<file path="src/rtl/rsv_issue_pip3_pkg.sv">
// Shared constants and types for the issue buffer and the scoreboard that consumes it.
// Latency: none (types and constants only).
// Backpressure: none (types and constants only).
package rsv_issue_pip3_pkg;

    localparam int W_PA_REG     = 5;
    localparam int W_PD_UOPS    = 6;
    localparam int W_PC_SEL_RSV = 2;
    localparam int W_PC_SEL_ODR = 2;
    localparam int S_depth      = 4;
    localparam int W_TAG        = $clog2(S_depth) + 2;

    // Pipe-select grant codes shared with the scoreboard
    localparam logic [W_PC_SEL_RSV-1:0] V_unpip = 2'b00;
    localparam logic [W_PC_SEL_RSV-1:0] V_pip0  = 2'b01;
    localparam logic [W_PC_SEL_RSV-1:0] V_pip1  = 2'b10;

    // Age-order flag codes
    localparam logic [W_PC_SEL_ODR-1:0] V_odrf0 = 2'b01;
    localparam logic [W_PC_SEL_ODR-1:0] V_odrf1 = 2'b10;

    // Bubble / empty-head micro-op code
    localparam logic [W_PD_UOPS-1:0] unused_op = '1;

    // Inclusive range of micro-ops executed by the multiply pipe
    localparam logic [W_PD_UOPS-1:0] V_mul_lo = 6'h20;
    localparam logic [W_PD_UOPS-1:0] V_mul_hi = 6'h27;

    typedef struct packed {
        logic [W_PD_UOPS-1:0] uops;
        logic [W_PA_REG-1:0]  rd;
        logic [W_TAG-1:0]     tag;
    } rsv_entry_t;

    function automatic logic is_mul_op(input logic [W_PD_UOPS-1:0] uops);
        return (uops >= V_mul_lo) && (uops <= V_mul_hi);
    endfunction

endpackage

</file>
<file path="src/rtl/rsv_fifo.sv">
// Circular FIFO of issue entries with push, pop, clear and a registered head.
// Latency: a push is visible at the head one cycle later when the FIFO was empty.
// Backpressure: push is dropped while full (pop does not free a slot the same cycle); pop on empty is ignored.
import rsv_issue_pip3_pkg::*;

module rsv_fifo #(
    parameter int DEPTH = 4
) (
    input  logic       clk,
    input  logic       rstn,
    input  logic       push,
    input  rsv_entry_t push_dat,
    input  logic       pop,
    input  logic       clear,
    output logic       full,
    output logic       empty,
    output rsv_entry_t head
);

    localparam int W_IDX = $clog2(DEPTH);
    localparam int W_PTR = W_IDX + 1;

    logic [W_PTR-1:0] wr_ptr;
    logic [W_PTR-1:0] rd_ptr;
    rsv_entry_t       mem [DEPTH];
    logic             do_push;
    logic             do_pop;

    // Extra pointer MSB distinguishes full from empty when the indices match
    assign empty   = (wr_ptr == rd_ptr);
    assign full    = (wr_ptr[W_IDX] != rd_ptr[W_IDX]) &&
                     (wr_ptr[W_IDX-1:0] == rd_ptr[W_IDX-1:0]);
    assign do_push = push && !full && !clear;
    assign do_pop  = pop && !empty && !clear;
    assign head    = mem[rd_ptr[W_IDX-1:0]];

    // Pointer update: reset beats clear, clear discards same-cycle push/pop
    always_ff @(posedge clk) begin
        if (!rstn) begin
            wr_ptr <= '0;
            rd_ptr <= '0;
        end else if (clear) begin
            wr_ptr <= '0;
            rd_ptr <= '0;
        end else begin
            if (do_push) wr_ptr <= wr_ptr + W_PTR'(1);
            if (do_pop)  rd_ptr <= rd_ptr + W_PTR'(1);
        end
    end

    // Entry storage; contents are only meaningful between rd and wr pointers
    always_ff @(posedge clk) begin
        if (rstn && do_push) begin
            mem[wr_ptr[W_IDX-1:0]] <= push_dat;
        end
    end

endmodule

</file>
<file path="src/rtl/rsv_issue_pip3.sv">
// Dual-queue issue buffer: steers decoded ops to execute/multiply queues, shows both heads with an age flag.
// Latency: 1 cycle push-to-head; grant sampled at an edge exposes the next entry after that edge.
// Backpressure: CDO_PC_ready = !full(target queue), bubbles always ready. Optional RSV_PERF_EN adds a stall counter.
import rsv_issue_pip3_pkg::*;

module rsv_issue_pip3 (
    input  logic                    clk,
    input  logic                    rstn,
    input  logic [W_PD_UOPS-1:0]    CDI_PD_uops,
    input  logic [W_PA_REG-1:0]     CDI_PD_rd,
    input  logic                    CDI_PC_valid,
    output logic                    CDO_PC_ready,
    output logic [W_PD_UOPS-1:0]    CDO_PD_uops0,
    output logic [W_PD_UOPS-1:0]    CDO_PD_uops1,
    output logic [W_PA_REG-1:0]     CDO_PD_rd0,
    output logic [W_PA_REG-1:0]     CDO_PD_rd1,
    output logic [W_PC_SEL_ODR-1:0] CDO_PC_odr,
    input  logic [W_PC_SEL_RSV-1:0] CDI_PC_selrsv,
    input  logic                    CFI_PC_clear
`ifdef RSV_PERF_EN
    ,
    output logic [15:0]             CDO_PD_stall_cnt
`endif
);

    logic             bubble;
    logic             to_mul;
    logic             push0;
    logic             push1;
    logic             pop0;
    logic             pop1;
    logic             full0;
    logic             full1;
    logic             empty0;
    logic             empty1;
    rsv_entry_t       head0;
    rsv_entry_t       head1;
    rsv_entry_t       in_entry;
    logic [W_TAG-1:0] tag_cnt;
    logic [W_TAG-1:0] tag_diff;

    assign bubble   = (CDI_PD_uops == unused_op);
    assign to_mul   = is_mul_op(CDI_PD_uops);
    assign in_entry = '{uops: CDI_PD_uops, rd: CDI_PD_rd, tag: tag_cnt};

    // Ready depends only on the target queue's fullness; a same-cycle pop does not help
    always_comb begin
        CDO_PC_ready = 1'b1;
        if (!bubble) begin
            CDO_PC_ready = to_mul ? !full1 : !full0;
        end
    end

    // Steering and grant decode; clear cancels any push so the tag stays put
    always_comb begin
        push0 = 1'b0;
        push1 = 1'b0;
        if (CDI_PC_valid && CDO_PC_ready && !bubble && !CFI_PC_clear) begin
            push0 = !to_mul;
            push1 = to_mul;
        end
        pop0 = (CDI_PC_selrsv == V_pip0);
        pop1 = (CDI_PC_selrsv == V_pip1);
    end

    rsv_fifo #(.DEPTH(S_depth)) u_q0 (
        .clk      (clk),
        .rstn     (rstn),
        .push     (push0),
        .push_dat (in_entry),
        .pop      (pop0),
        .clear    (CFI_PC_clear),
        .full     (full0),
        .empty    (empty0),
        .head     (head0)
    );

    rsv_fifo #(.DEPTH(S_depth)) u_q1 (
        .clk      (clk),
        .rstn     (rstn),
        .push     (push1),
        .push_dat (in_entry),
        .pop      (pop1),
        .clear    (CFI_PC_clear),
        .full     (full1),
        .empty    (empty1),
        .head     (head1)
    );

    // Age tag advances once per stored op and wraps; clear leaves it alone
    always_ff @(posedge clk) begin
        if (!rstn) begin
            tag_cnt <= '0;
        end else if (push0 || push1) begin
            tag_cnt <= tag_cnt + W_TAG'(1);
        end
    end

    assign tag_diff = head0.tag - head1.tag;

    // Head presentation and age order, decoded purely from queue state
    always_comb begin
        CDO_PD_uops0 = empty0 ? unused_op : head0.uops;
        CDO_PD_rd0   = empty0 ? '0 : head0.rd;
        CDO_PD_uops1 = empty1 ? unused_op : head1.uops;
        CDO_PD_rd1   = empty1 ? '0 : head1.rd;
        CDO_PC_odr   = '0;
        if (!empty0 && !empty1) begin
            // Wrapped difference: pipe 0 is older when its tag lies behind pipe 1's
            CDO_PC_odr = tag_diff[W_TAG-1] ? V_odrf0 : V_odrf1;
        end else if (!empty0) begin
            CDO_PC_odr = V_odrf0;
        end else if (!empty1) begin
            CDO_PC_odr = V_odrf1;
        end
    end

`ifdef RSV_PERF_EN
    // Saturating count of cycles where decode offered an op that was refused
    always_ff @(posedge clk) begin
        if (!rstn) begin
            CDO_PD_stall_cnt <= '0;
        end else if (CDI_PC_valid && !CDO_PC_ready && (CDO_PD_stall_cnt != 16'hFFFF)) begin
            CDO_PD_stall_cnt <= CDO_PD_stall_cnt + 16'd1;
        end
    end
`endif

endmodule

</file>
<file path="config.mk">
export PLATFORM = sky130hd
export DESIGN_NAME = rsv_issue_pip3
export DESIGN_NICKNAME = d
export VERILOG_FILES = /design/src/rtl/rsv_issue_pip3_pkg.sv /design/src/rtl/rsv_fifo.sv /design/src/rtl/rsv_issue_pip3.sv
export SDC_FILE = /design/constraint.sdc
export NUM_CORES = 1
export LEC_CHECK = 0
export ABC_AREA = 0
export BUFFER_PORTS_ARGS = -buffer_cell sky130_fd_sc_hd__buf_2
export CAP_MARGIN = 15
export CORE_MARGIN = 1
export CORE_UTILIZATION = 35
export CTS_CLUSTER_DIAMETER = 60
export DETAILED_ROUTE_END_ITERATION = 10
export PLACE_DENSITY_LB_ADDON = 0.08
export SLEW_MARGIN = 15
export SYNTH_ARGS = -nofsm -noshare
export SYNTH_HDL_FRONTEND = slang
export SYNTH_HIERARCHICAL = 1
export SYNTH_SLANG_ARGS = --single-unit
</file>
<file path="constraint.sdc">
create_clock -name clk -period 6.68 [get_ports clk]
set_clock_uncertainty 0.1 [all_clocks]
set_input_delay 0.668 -clock clk [delete_from_list [all_inputs] [get_ports clk]]
set_output_delay 0.668 -clock clk [all_outputs]
set_load 0.02 [all_outputs]
</file>
==> out/metrics.cfg, run 1 <==
[run_status]
status=finished clean

[pwr]
switchingPower_uw=385
pwr-share-comb_pct=2.6
seqPwrFrac_pct=49.2
powerDensity_nw_per_um2=274
peakVddDrop_uv=161
p_leak_uw=0.00238
clock_power_share_pct=48.2
p_int_uw=1550
swShare_pct=19.9

[clock_tree]
root_buffer=clkbuf_16
cts.hold.buffers_added=0
cts-resized-gates=0
cts_setup_buffers=0
clock_latency_ns=0.41
tritoncts=built
cts_max_level=4
cts_sinks=140
clk_pin_slew_worst_paths_ns=0.06
clk_path_buf_depth=2
cts_buffers=17

[drt]
ant_nets=0
wl_per_cell_um=19.4
viasPerCell=5.13
dr.first_iter.drc_count=230
drc_errors=0
routed-via-count=3324
routed_wl_um=12600
firstDrtPassIters=4

[floorplanning]
die_area_um2=17800
die_y_um=133
row_count=47
ios=42
die_x_um=133
start_util_pct=36.1
core_um2=16700

[worst_hold_path]
hp-class=primary input to flip-flop

[synth]
synth_seq_cells=140
yosysUniqueCellTypes=41
seq_area_frac_synth_pct=66.4
yosys_warnings=6
syn-cell-area_um2=6030
synthFlopType=edfxtp_1
synth-edff-count=120
synth_nets=389
syn_inst=359
synth-async-reset-ratio_pct=0
syn_area_per_cell_um2=16.8

[layout]
finalInstanceArea_um2=7070
n_fill_cell=1564
synthToLayoutAreaGrowth_pct=17.4
diodes=0
drive_gt1_share_pct=29.7
nets=445

[critical_path]
regToRegSetupSlack_ns=3.84
crit_end=CDO_PC_odr[1]
required_ns=5.91
path_class=flip-flop to output port
r2r_cells=5
critPathLaunchType=flip-flop
cp_max_fo=15
worstReg2RegEnd=u_q0/mem[1][2]
r2r-start=u_q0/wr_ptr[2]
crit_arrival_ns=2.74
critPathCaptureType=output port

[global_route]
antenna_found_initial=0
overflow=0
grt_pass1_wl_um=19600
grt_max_degree=21
grtUsageTotal_pct=15.3
grt_pass1_vias=3295

[timing]
final_max_slew_viol_count=0
hold_violations=0
fin_crit_sh_pct=52.6
fmax_mhz=285
setup_violations=0
finalCriticalPeriod_ns=3.51
timing.setup.tns_ns=0
worstMarginPinSlew_ns=1.03
slew-limit-headroom_pct=31.1
rsz0062_at_grt=no
hold_ws_ns=0.424

[run]
drv_cap=0

[placement]
place_congestion=0.756
placed_area_um2=6490
dp_hpwl_um=7620
portBuffers=41

critical path, cell delays in order (launching register included):
cell and delay (ns):
dfxtp_1 0.91, mux4_2 0.41, inv_1 0.07, ha_1 0.23, a21oi_1 0.13, o21ai_1 0.09, xnor2_1 0.21, o21a_1 0.13
buf_2 0.15
worst min path at each step:
| stage | from | endpoint | slack, ns | cells after the start |
|---|---|---|---|---|
| finish | CDI_PD_rd[4] | u_q0/mem[1][8] | 0.42 | 1 |
| floorplan | u_q0/rd_ptr[2] | u_q0/rd_ptr[2] | 0.40 | 2 |
| global route | CDI_PD_rd[4] | u_q0/mem[1][8] | 0.42 | 1 |
| global placement | u_q0/rd_ptr[2] | u_q0/rd_ptr[2] | 0.42 | 2 |
| CTS | CDI_PD_rd[4] | u_q0/mem[1][8] | 0.40 | 1 |
| detailed placement | u_q0/rd_ptr[2] | u_q0/rd_ptr[2] | 0.43 | 2 |
layout by cell type, fill, tap and decap left out, types with 3 or more instances in the layout:
cell | netlist | routed
nand2_1 | 15 | 15
nand4_1 | 5 | 5
ha_1 | 13 | 13
edfxtp_1 | 120 | 120
or2_2 | 14 | 14
nor2b_1 | 13 | 13
buf_2 | 2 | 41
mux4_2 | 30 | 30
nor2_1 | 5 | 5
inv_1 | 7 | 7
bufinv_16 | 0 | 3
nand3_1 | 3 | 3
and3_1 | 14 | 14
o21ai_0 | 5 | 5
buf_4 | 2 | 6
clkbuf_16 | 0 | 17
nor4bb_1 | 6 | 6
clkbuf_1 | 4 | 4
a211o_1 | 4 | 4
mux2i_1 | 4 | 4
xor2_1 | 6 | 6
o211ai_1 | 8 | 8
clkinv_1 | 0 | 3
a21oi_1 | 10 | 10
xnor2_1 | 8 | 8
a31oi_1 | 10 | 10
dfxtp_1 | 20 | 20
nand2b_1 | 9 | 9
power groups by stage:
stage          clock network (µW)  registers, µW  logic (µW)
2_1_floorplan                   0            971        26.2
3_3_place_gp                    0            972        51.0
3_5_place_dp                    0            972        51.8
4_1_cts                       955            954        51.9
5_1_grt                       988            954        56.2
6_report                      935            954        50.6
through the flow:
step | total power [µW] | util, % | std cells | setup slack [ns]
2_1_floorplan | 997 | - | 359 | 3.66
3_3_place_gp | 1020 | 38.9 | 616 | 3.55
3_5_place_dp | 1020 | 38.9 | 616 | 3.52
4_1_cts | 1960 | 42.4 | 648 | 3.07
5_1_grt | 2000 | 42.4 | 648 | 3.01
6_report | 1940 | 42.4 | 648 | 3.17
state kept, by name, summed over array words and instances, names as in the netlist, named ones only:
register     count
u_q0/mem        60
u_q1/mem        60
tag_cnt          4
u_q0/rd_ptr      3
u_q0/wr_ptr      3
u_q1/rd_ptr      3
u_q1/wr_ptr      3
layer usage:
metal / vias up / GRT usage [%] / part of all wire, %
met5: - / 0 / 0
met4: 0 / 5.87 / 1.3
met3: 12 / 3.88 / 3.9
met2: 67 / 23.7 / 49
met1: 1698 / 20.6 / 46
li1: 1547 / - / -
logic make-up (layout without fill, tap and decap cells):
family / Yosys count / count (layout) / share of synthesized area (%)
XOR/XNOR: 14 / 14 / 2.03
AND/OR/NAND/NOR: 99 / 99 / 10.6
multiplexers: 35 / 35 / 12.1
AO/OA/AOI/OAI: 41 / 41 / 4.61
buffers and inverters: 17 / 86 / 1.47
adder cells (fa/ha/maj): 13 / 13 / 2.70
flip-flops: 140 / 140 / 66.4
area by class of cell:
class,instances,area [µm²],area share (%)
Clock inverter,11,143,2.02
Multi-Input combinational cell,202,1940,27.4
Timing Repair Buffer,47,250,3.54
Clock buffer,21,440,6.23
Sequential cell,140,4000,56.6
Tap cell,220,275,3.89
Inverter,7,26.3,0.371
synthesized netlist by cell type, types with 3 or more instances:
cell type	instances	area share, %
nor2_1	5	0.31
ha_1	13	2.7
o211ai_1	8	1.0
nand2b_1	9	0.93
nor2b_1	13	1.3
nand4_1	5	0.52
mux4_2	30	11
nor4bb_1	6	1.0
nand2_1	15	0.93
edfxtp_1	120	60
a211o_1	4	0.58
o21ai_0	5	0.42
a21oi_1	10	0.83
nand3_1	3	0.25
dfxtp_1	20	6.6
xor2_1	6	0.87
inv_1	7	0.44
xnor2_1	8	1.2
and3_1	14	1.5
a31oi_1	10	1.0
or2_2	14	1.5
mux2i_1	4	0.66
clkbuf_1	4	0.25
Power figures use the tool's default switching activity.
==> run 2: changes to the inputs <==
--- a/config.mk
+++ b/config.mk
@@ -5,7 +5,7 @@
 export SDC_FILE = /design/constraint.sdc
 export NUM_CORES = 1
 export LEC_CHECK = 0
-export ABC_AREA = 0
+export ABC_AREA = 1
 export BUFFER_PORTS_ARGS = -buffer_cell sky130_fd_sc_hd__buf_2
 export CAP_MARGIN = 15
 export CORE_MARGIN = 1
==> constraint.sdc (replaced) <==
create_clock -name clk -period 3.7 [get_ports clk]
set_clock_uncertainty 0.1 [all_clocks]
set_input_delay 0.37 -clock clk [delete_from_list [all_inputs] [get_ports clk]]
set_output_delay 0.37 -clock clk [all_outputs]
set_load 0.02 [all_outputs]
==> run 2 against run 1 <==
Cell count increased by 30%; clock power increased by 85%; power up 85%; critical path depth is 2 higher; sequential share of layout area decreased by 0.60 points; synthesized cell count rose by 55%; count of clock-buffer cells in the layout shrank 4; routed wire length grew 3.1%; highest routed layer unchanged.
==> out/metrics.cfg, run 2 <==
[pwr]
clock_power_share_pct=48.3  ; was 48.2%
powerDensity_nw_per_um2=502  ; was 274 nW/µm²
p_int_uw=2870  ; was 1550 µW
swShare_pct=20.0  ; was 19.9%
seqPwrFrac_pct=48.2  ; was 49.2%
pwr-share-comb_pct=3.5  ; was 2.6%
peakVddDrop_uv=339  ; was 161 µV
p_leak_uw=0.00270  ; was 0.00238 µW
switchingPower_uw=718  ; was 385 µW

[critical_path]
regToRegSetupSlack_ns=0.96  ; was 3.84 ns
cp_cell_sequence=inv_2 > o21ai_1 > o22ai_1 > ha_1 > a21oi_1 > nand3_1 > nand2_1 > inv_1 > a21oi_1 > buf_2  ; was mux4_2 > inv_1 > ha_1 > a21oi_1 > o21ai_1 > xnor2_1 > o21a_1 > buf_2
r2r_cells=12  ; was 5
cp_max_fo=16  ; was 15
critPathSlowestCell=dfxtp_1  ; unchanged
path_class=flip-flop to output port  ; unchanged
worstReg2RegEnd=u_q1/mem[2][8]  ; was u_q0/mem[1][2]
cpMostUsedCell=a21oi_1
crit_arrival_ns=2.66  ; was 2.74 ns
r2r-start=u_q1/wr_ptr[0]  ; was u_q0/wr_ptr[2]
required_ns=3.23  ; was 5.91 ns
critPathCaptureType=output port  ; unchanged
slowest_delay_ns=0.66  ; was 0.91 ns
critPathLaunchType=flip-flop  ; unchanged

[drt]
routed-via-count=3944  ; was 3324
dr.first_iter.drc_count=258  ; was 230
routed_wl_um=13000  ; was 12600 µm
wl_met1_um=6150  ; was 5810 µm
drc_errors=0  ; unchanged
firstDrtPassIters=4  ; unchanged
viasPerCell=4.69  ; was 5.13
ant_nets=0  ; unchanged
wl_per_cell_um=15.4  ; was 19.4 µm
highest_layer=met4  ; unchanged
wl_met2_um=6160  ; was 6110 µm
wl_met3_um=421  ; was 490 µm

[layout]
diodes=0  ; unchanged
ff_latch_area_um2=4000  ; unchanged
nets=638  ; was 445
synthToLayoutAreaGrowth_pct=17.7  ; was 17.4%
drive_gt1_share_pct=21.6  ; was 29.7%
final_cell_mix=edfxtp_1 (120), nor2_1 (100), inv_1 (55), nand2_1 (50), o21ai_0 (48)  ; was edfxtp_1 (120), buf_2 (41), mux4_2 (30), dfxtp_1 (20), clkbuf_16 (17)
n_fill_cell=1590  ; was 1564
multi_input_comb_area_um2=1740  ; was 1940 µm²
final_common_cell=edfxtp_1  ; unchanged

[timing]
finalCriticalPeriod_ns=3.13
final_max_slew_viol_count=0  ; unchanged
hold_violations=0  ; unchanged
rsz0062_at_grt=no  ; unchanged
fmax_mhz=319
fin_ws_ns=0.569  ; was 3.17 ns
slew-limit-headroom_pct=39.1  ; was 31.1%
setup_violations=0  ; unchanged
fin_crit_sh_pct=84.6
timing.setup.tns_ns=0  ; unchanged
worstMarginPinSlew_ns=0.913  ; was 1.03 ns

[synth]
synth_commonest_cells=edfxtp_1 (120), nor2_1 (100), inv_1 (55), nand2_1 (50), o21ai_0 (48)  ; was edfxtp_1 (120), mux4_2 (30), dfxtp_1 (20), nand2_1 (15)
synth_seq_cells=140  ; unchanged
yosysUniqueCellTypes=25  ; was 41
yosys_warnings=6  ; unchanged
seq_area_frac_synth_pct=65.9  ; was 66.4%
syn_inst=557  ; was 359
synth_top_cell_area_share_pct=59.3  ; was 59.8%
synth.area.top_cells=edfxtp_1 (59%), dfxtp_1 (6.6%), nor2_1 (6.2%)  ; was edfxtp_1 (60%), mux4_2 (11%), dfxtp_1 (6.6%)
synth_top_cell_by_area=edfxtp_1  ; unchanged
synthFlopType=edfxtp_1  ; unchanged
syn_area_per_cell_um2=10.9  ; was 16.8 µm²
synth-async-reset-ratio_pct=0  ; unchanged
synth-edff-count=120  ; unchanged
synth.most_common_cell=edfxtp_1  ; unchanged
syn-cell-area_um2=6070  ; was 6030 µm²
synth_nets=587  ; was 389

[floorplanning]
core_um2=16800  ; was 16700 µm²
start_util_pct=36.2  ; was 36.1%
die_y_um=134  ; was 133 µm
row_count=47  ; unchanged
die_x_um=134  ; was 133 µm
ios=42  ; unchanged
die_area_um2=17900  ; was 17800 µm²

[clock_tree]
tritoncts=built  ; unchanged
cts_buffers=17  ; unchanged
cts_setup_buffers=0  ; unchanged
cts.hold.buffers_added=0  ; unchanged
cts_max_level=4  ; unchanged
root_buffer=clkbuf_16  ; unchanged
clk_path_buf_depth=2  ; unchanged
clock_latency_ns=0.41  ; about the same
cts-resized-gates=0  ; unchanged
cts_sinks=140  ; unchanged
clk_pin_slew_worst_paths_ns=0.06  ; about the same

[worst_hold_path]
min_from=rstn  ; was CDI_PD_rd[4]
min_path_cells=3  ; was 1
hp-class=primary input to flip-flop  ; unchanged
min_to=tag_cnt[1]  ; was u_q0/mem[1][8]

[global_route]
antenna_found_initial=0  ; unchanged
grtUsageTotal_pct=15.6  ; was 15.3%
overflow=0  ; unchanged
grt_max_degree=31  ; was 21
grt_pass1_vias=3844  ; was 3295
grt_pass1_wl_um=20600  ; was 19600 µm

[run_status]
status=finished clean  ; unchanged

[placement]
place_congestion=0.773  ; was 0.756
post-place-ws_ns=0.902  ; was 3.52 ns
portBuffers=41  ; unchanged
dp_hpwl_um=8220  ; was 7620 µm

[run]
drv_cap=0  ; unchanged

-- run 2: cell types whose count changed after synthesis, sizes merged, moves of 15 or more --
| cell | previous run | this run |
|---|---|---|
| o21ai | 6 | 66 |
| nand2 | 17 | 63 |
| nor2 | 5 | 112 |
| inv | 7 | 67 |
| mux4 | 30 | 0 |
| o22ai | 0 | 30 |
| nand3 | 3 | 18 |
-- run 2: worst max-delay path by stage --
| stage | cells past startpoint | start | slack, ns | to |
|---|---|---|---|---|
| after detailed placement | 12 | u_q1/wr_ptr[0] | 0.90 | u_q1/mem[2][6] |
| final | 10 | flip-flop | 0.57 | CDO_PC_odr[1] |
| after global placement | 12 | u_q1/wr_ptr[0] | 0.91 | u_q1/mem[2][11] |
| after CTS | 10 | flip-flop | 0.52 | CDO_PC_odr[1] |
| after global routing | 10 | flip-flop | 0.33 | CDO_PC_odr[1] |
| after floorplan | 11 | flip-flop | 1.36 | CDO_PC_odr[1] |
-- run 2: per-stage QoR --
step / hold WS (ns) / utilization [%] / cells / total power (µW) / instance area, µm²
6_report: 0.132 / 42.7 / 841 / 3590 / 7150
3_3_place_gp: 0.407 / 39.1 / 809 / 1890 / 6550
4_1_cts: 0.118 / 42.7 / 841 / 3630 / 7150
5_1_grt: 0.134 / 42.7 / 841 / 3700 / 7150
2_1_floorplan: 0.369 / - / 557 / 1830 / 6070
3_5_place_dp: 0.420 / 39.1 / 809 / 1890 / 6550
-- run 2: metal layers --
metal,vias up,GRT usage (%)
met3,15,3.16
met4,0,7.32
met2,60,25.0
met1,1865,20.3
li1,2004,-
met5,-,0
-- run 2: cell families (layout without fill, tap and decap cells) --
logic type                 count (synthesis)  after routing  share of synthesized area, %
DFF                                      140            140                          65.9
xor gates and xnor gates                   2              2                         0.288
adders and majority gates                 13             13                          2.68
AOI/OAI and AO/OA                        104            104                          9.42
buffers and inverters                     85            149                          5.38
and+or+nand+nor                          213            213                          16.3
-- run 2: power by group through the flow --
stage                     combinational (µW)  clock, µW  sequential, µW
after detailed placement                 129          0            1760
after floorplan                         75.1          0            1760
after global routing                     142       1830            1730
after global placement                   128          0            1760
after CTS                                130       1770            1730
final                                    126       1730            1730
-- run 2: worst max-delay path: cells and delay by family, from the launching register on --
family / cells / cell delay [ns]
buffers and inverters: 3 / 0.51
AND/OR/NAND/NOR: 2 / 0.21
adder cells (fa/ha/maj): 1 / 0.31
AO/OA/AOI/OAI: 4 / 0.55
flip-flops: 1 / 0.66
-- run 2: cell type report --
| class | instances | area share (%) |
|---|---|---|
| Clock buffer | 17 | 5.95 |
| Clock inverter | 15 | 2.50 |
| Inverter | 67 | 3.52 |
| Multi-Input combinational cell | 332 | 24.4 |
| Sequential cell | 140 | 56.0 |
| Tap cell | 220 | 3.85 |
| Timing Repair Buffer | 50 | 3.81 |
==> run 3: changes to the inputs <==
==> constraint.sdc (replaced) <==
create_clock -name clk -period 3.2 [get_ports clk]
set_clock_uncertainty 0.1 [all_clocks]
set_input_delay 0.32 -clock clk [delete_from_list [all_inputs] [get_ports clk]]
set_output_delay 0.32 -clock clk [all_outputs]
set_load 0.02 [all_outputs]
==> run 3 against run 2 <==
Routed wire length up 1.8%; count of clock-buffer cells in the layout stayed put; critical path type unchanged; combinational power is 16% higher; via count shrank 0.38%; worst setup slack got worse by 0.30 ns; largest cell class unchanged; sequential share of layout area is 0.29 points lower; cell count is 0.59% higher; register-to-register slack worse by 0.11 ns; non-clock buffer count grew 5.
==> out/metrics.cfg, run 3 (synthesis results as in run 2) <==
[clock_tree]
clock_latency_ns=0.41  ; about the same
cts_sinks=140  ; unchanged
clk_pin_slew_worst_paths_ns=0.06  ; about the same
tritoncts=built  ; unchanged
clk_path_buf_depth=2  ; unchanged
root_buffer=clkbuf_16  ; unchanged
cts_max_level=4  ; unchanged
cts_setup_buffers=0  ; unchanged
cts-resized-gates=0  ; unchanged
cts.hold.buffers_added=0  ; unchanged
cts_buffers=17  ; unchanged

[floorplanning]
die_area_um2=17900  ; unchanged
die_y_um=134  ; unchanged
core_um2=16800  ; unchanged
start_util_pct=36.2  ; unchanged
row_count=47  ; unchanged
die_x_um=134  ; unchanged
ios=42  ; unchanged

[timing]
fmax_mhz=341
finalCriticalPeriod_ns=2.93
hold_violations=0  ; unchanged
setup_violations=0  ; unchanged
fin_crit_sh_pct=91.7
rsz0062_at_grt=no  ; unchanged
slew-limit-headroom_pct=66.8  ; was 39.1%
worstMarginPinSlew_ns=0.497  ; was 0.913 ns
final_max_slew_viol_count=0  ; unchanged
timing.setup.tns_ns=0  ; unchanged

[drt]
routed-via-count=3929  ; was 3944
wl_per_cell_um=15.6  ; was 15.4 µm
highest_layer=met4  ; unchanged
dr.first_iter.drc_count=224  ; was 258
firstDrtPassIters=4  ; unchanged
wl_met2_um=6380  ; was 6160 µm
routed_wl_um=13200  ; was 13000 µm
drc_errors=0  ; unchanged
ant_nets=0  ; unchanged
viasPerCell=4.64  ; was 4.69
wl_met3_um=370  ; was 421 µm
wl_met1_um=6320  ; was 6150 µm

[critical_path]
cp_max_fo=17  ; was 16
regToRegSetupSlack_ns=0.85  ; was 0.96 ns
worstReg2RegEnd=u_q0/mem[1][8]  ; was u_q1/mem[2][8]
path_class=flip-flop to output port  ; unchanged
crit_end=CDO_PC_odr[1]  ; unchanged
critPathLaunchType=flip-flop  ; unchanged
crit_arrival_ns=2.51  ; was 2.66 ns
r2r-start=u_q0/wr_ptr[0]  ; was u_q1/wr_ptr[0]
r2r_cells=13  ; was 12
critPathCaptureType=output port  ; unchanged
required_ns=2.78  ; was 3.23 ns

[placement]
placed_area_um2=6580  ; was 6550 µm²
dp_hpwl_um=8650  ; was 8220 µm
portBuffers=41  ; unchanged
place_congestion=0.743  ; was 0.773
dp_cells=814  ; was 809

[layout]
final_cell_mix=edfxtp_1 (120), nor2_1 (100), inv_1 (55), nand2_1 (50), o21ai_0 (48)  ; unchanged
final_common_cell=edfxtp_1  ; unchanged
n_fill_cell=1621  ; was 1590
nets=643  ; was 638
synthToLayoutAreaGrowth_pct=18.4  ; was 17.7%
fin_cells=846  ; was 841
drive_gt1_share_pct=22.2  ; was 21.6%
finalInstanceArea_um2=7190  ; was 7150 µm²
diodes=0  ; unchanged

[pwr]
peakVddDrop_uv=365  ; was 339 µV
powerDensity_nw_per_um2=577  ; was 502 nW/µm²
p_leak_uw=0.00271  ; was 0.00270 µW

[global_route]
overflow=0  ; unchanged
grtUsageTotal_pct=16.1  ; was 15.6%
grt_pass1_wl_um=21400  ; was 20600 µm
grt_pass1_vias=3971  ; was 3844
grt_max_degree=25  ; was 31
antenna_found_initial=0  ; unchanged

[run]
drv_cap=0  ; unchanged

[run_status]
status=finished clean  ; unchanged

[worst_hold_path]
hp-class=primary input to flip-flop  ; unchanged

[run 3: power by group]
group / internal [µW] / switching, µW
Sequential: 1990 / 10.9
Clock: 1280 / 719
Combinational: 44.7 / 102
Total: 3320 / 831
[run 3: metrics by stage]
step                      setup WS, ns  power, µW  hold slack (ns)  util, %
after floorplan                  0.908       2120            0.319        -
after global placement           0.775       2180            0.415     39.3
after detailed placement         0.699       2190            0.424     39.3
after CTS                        0.233       4200           0.0642     42.9
after global routing            0.0724       4280           0.0857     42.9
final                            0.266       4150           0.0865     42.9
[run 3: routing by layer]
| metal | global-route usage [%] | up-vias |
|---|---|---|
| li1 | - | 2013 |
| met1 | 20.9 | 1849 |
| met2 | 26.1 | 58 |
| met3 | 3.50 | 9 |
| met4 | 6.50 | 0 |
| met5 | 0 | - |
[run 3: how the worst min path moves through the flow]
stage | start | endpoint | cells after the start
after detailed placement | u_q1/wr_ptr[2] | u_q1/wr_ptr[2] | 2
after floorplan | CDI_PD_uops[1] | u_q0/mem[0][10] | 0
final | rstn | tag_cnt[1] | 3
after global placement | u_q0/wr_ptr[2] | u_q0/wr_ptr[2] | 2
after global routing | rstn | tag_cnt[1] | 3
after CTS | rstn | tag_cnt[2] | 3
[run 3: cell type report]
class | instances | area [µm²] | area share, %
multi-input cells | 332 | 1740 | 24.2
clock inverters | 15 | 179 | 2.49
flip-flops and latches | 140 | 4000 | 55.7
well taps | 220 | 275 | 3.83
clock buffers | 17 | 425 | 5.92
repair buffers | 55 | 310 | 4.32
inverters | 67 | 251 | 3.50
[run 3: critical path, cell delays in order, from the launching register on]
cell,delay [ns]
dfxtp_1,0.41
inv_2,0.30
nor2_1,0.10
o22ai_1,0.18
inv_1,0.06
ha_1,0.29
a21oi_1,0.19
nand3_1,0.14
nand2_1,0.09
inv_1,0.05
a21oi_1,0.12
buf_2,0.18
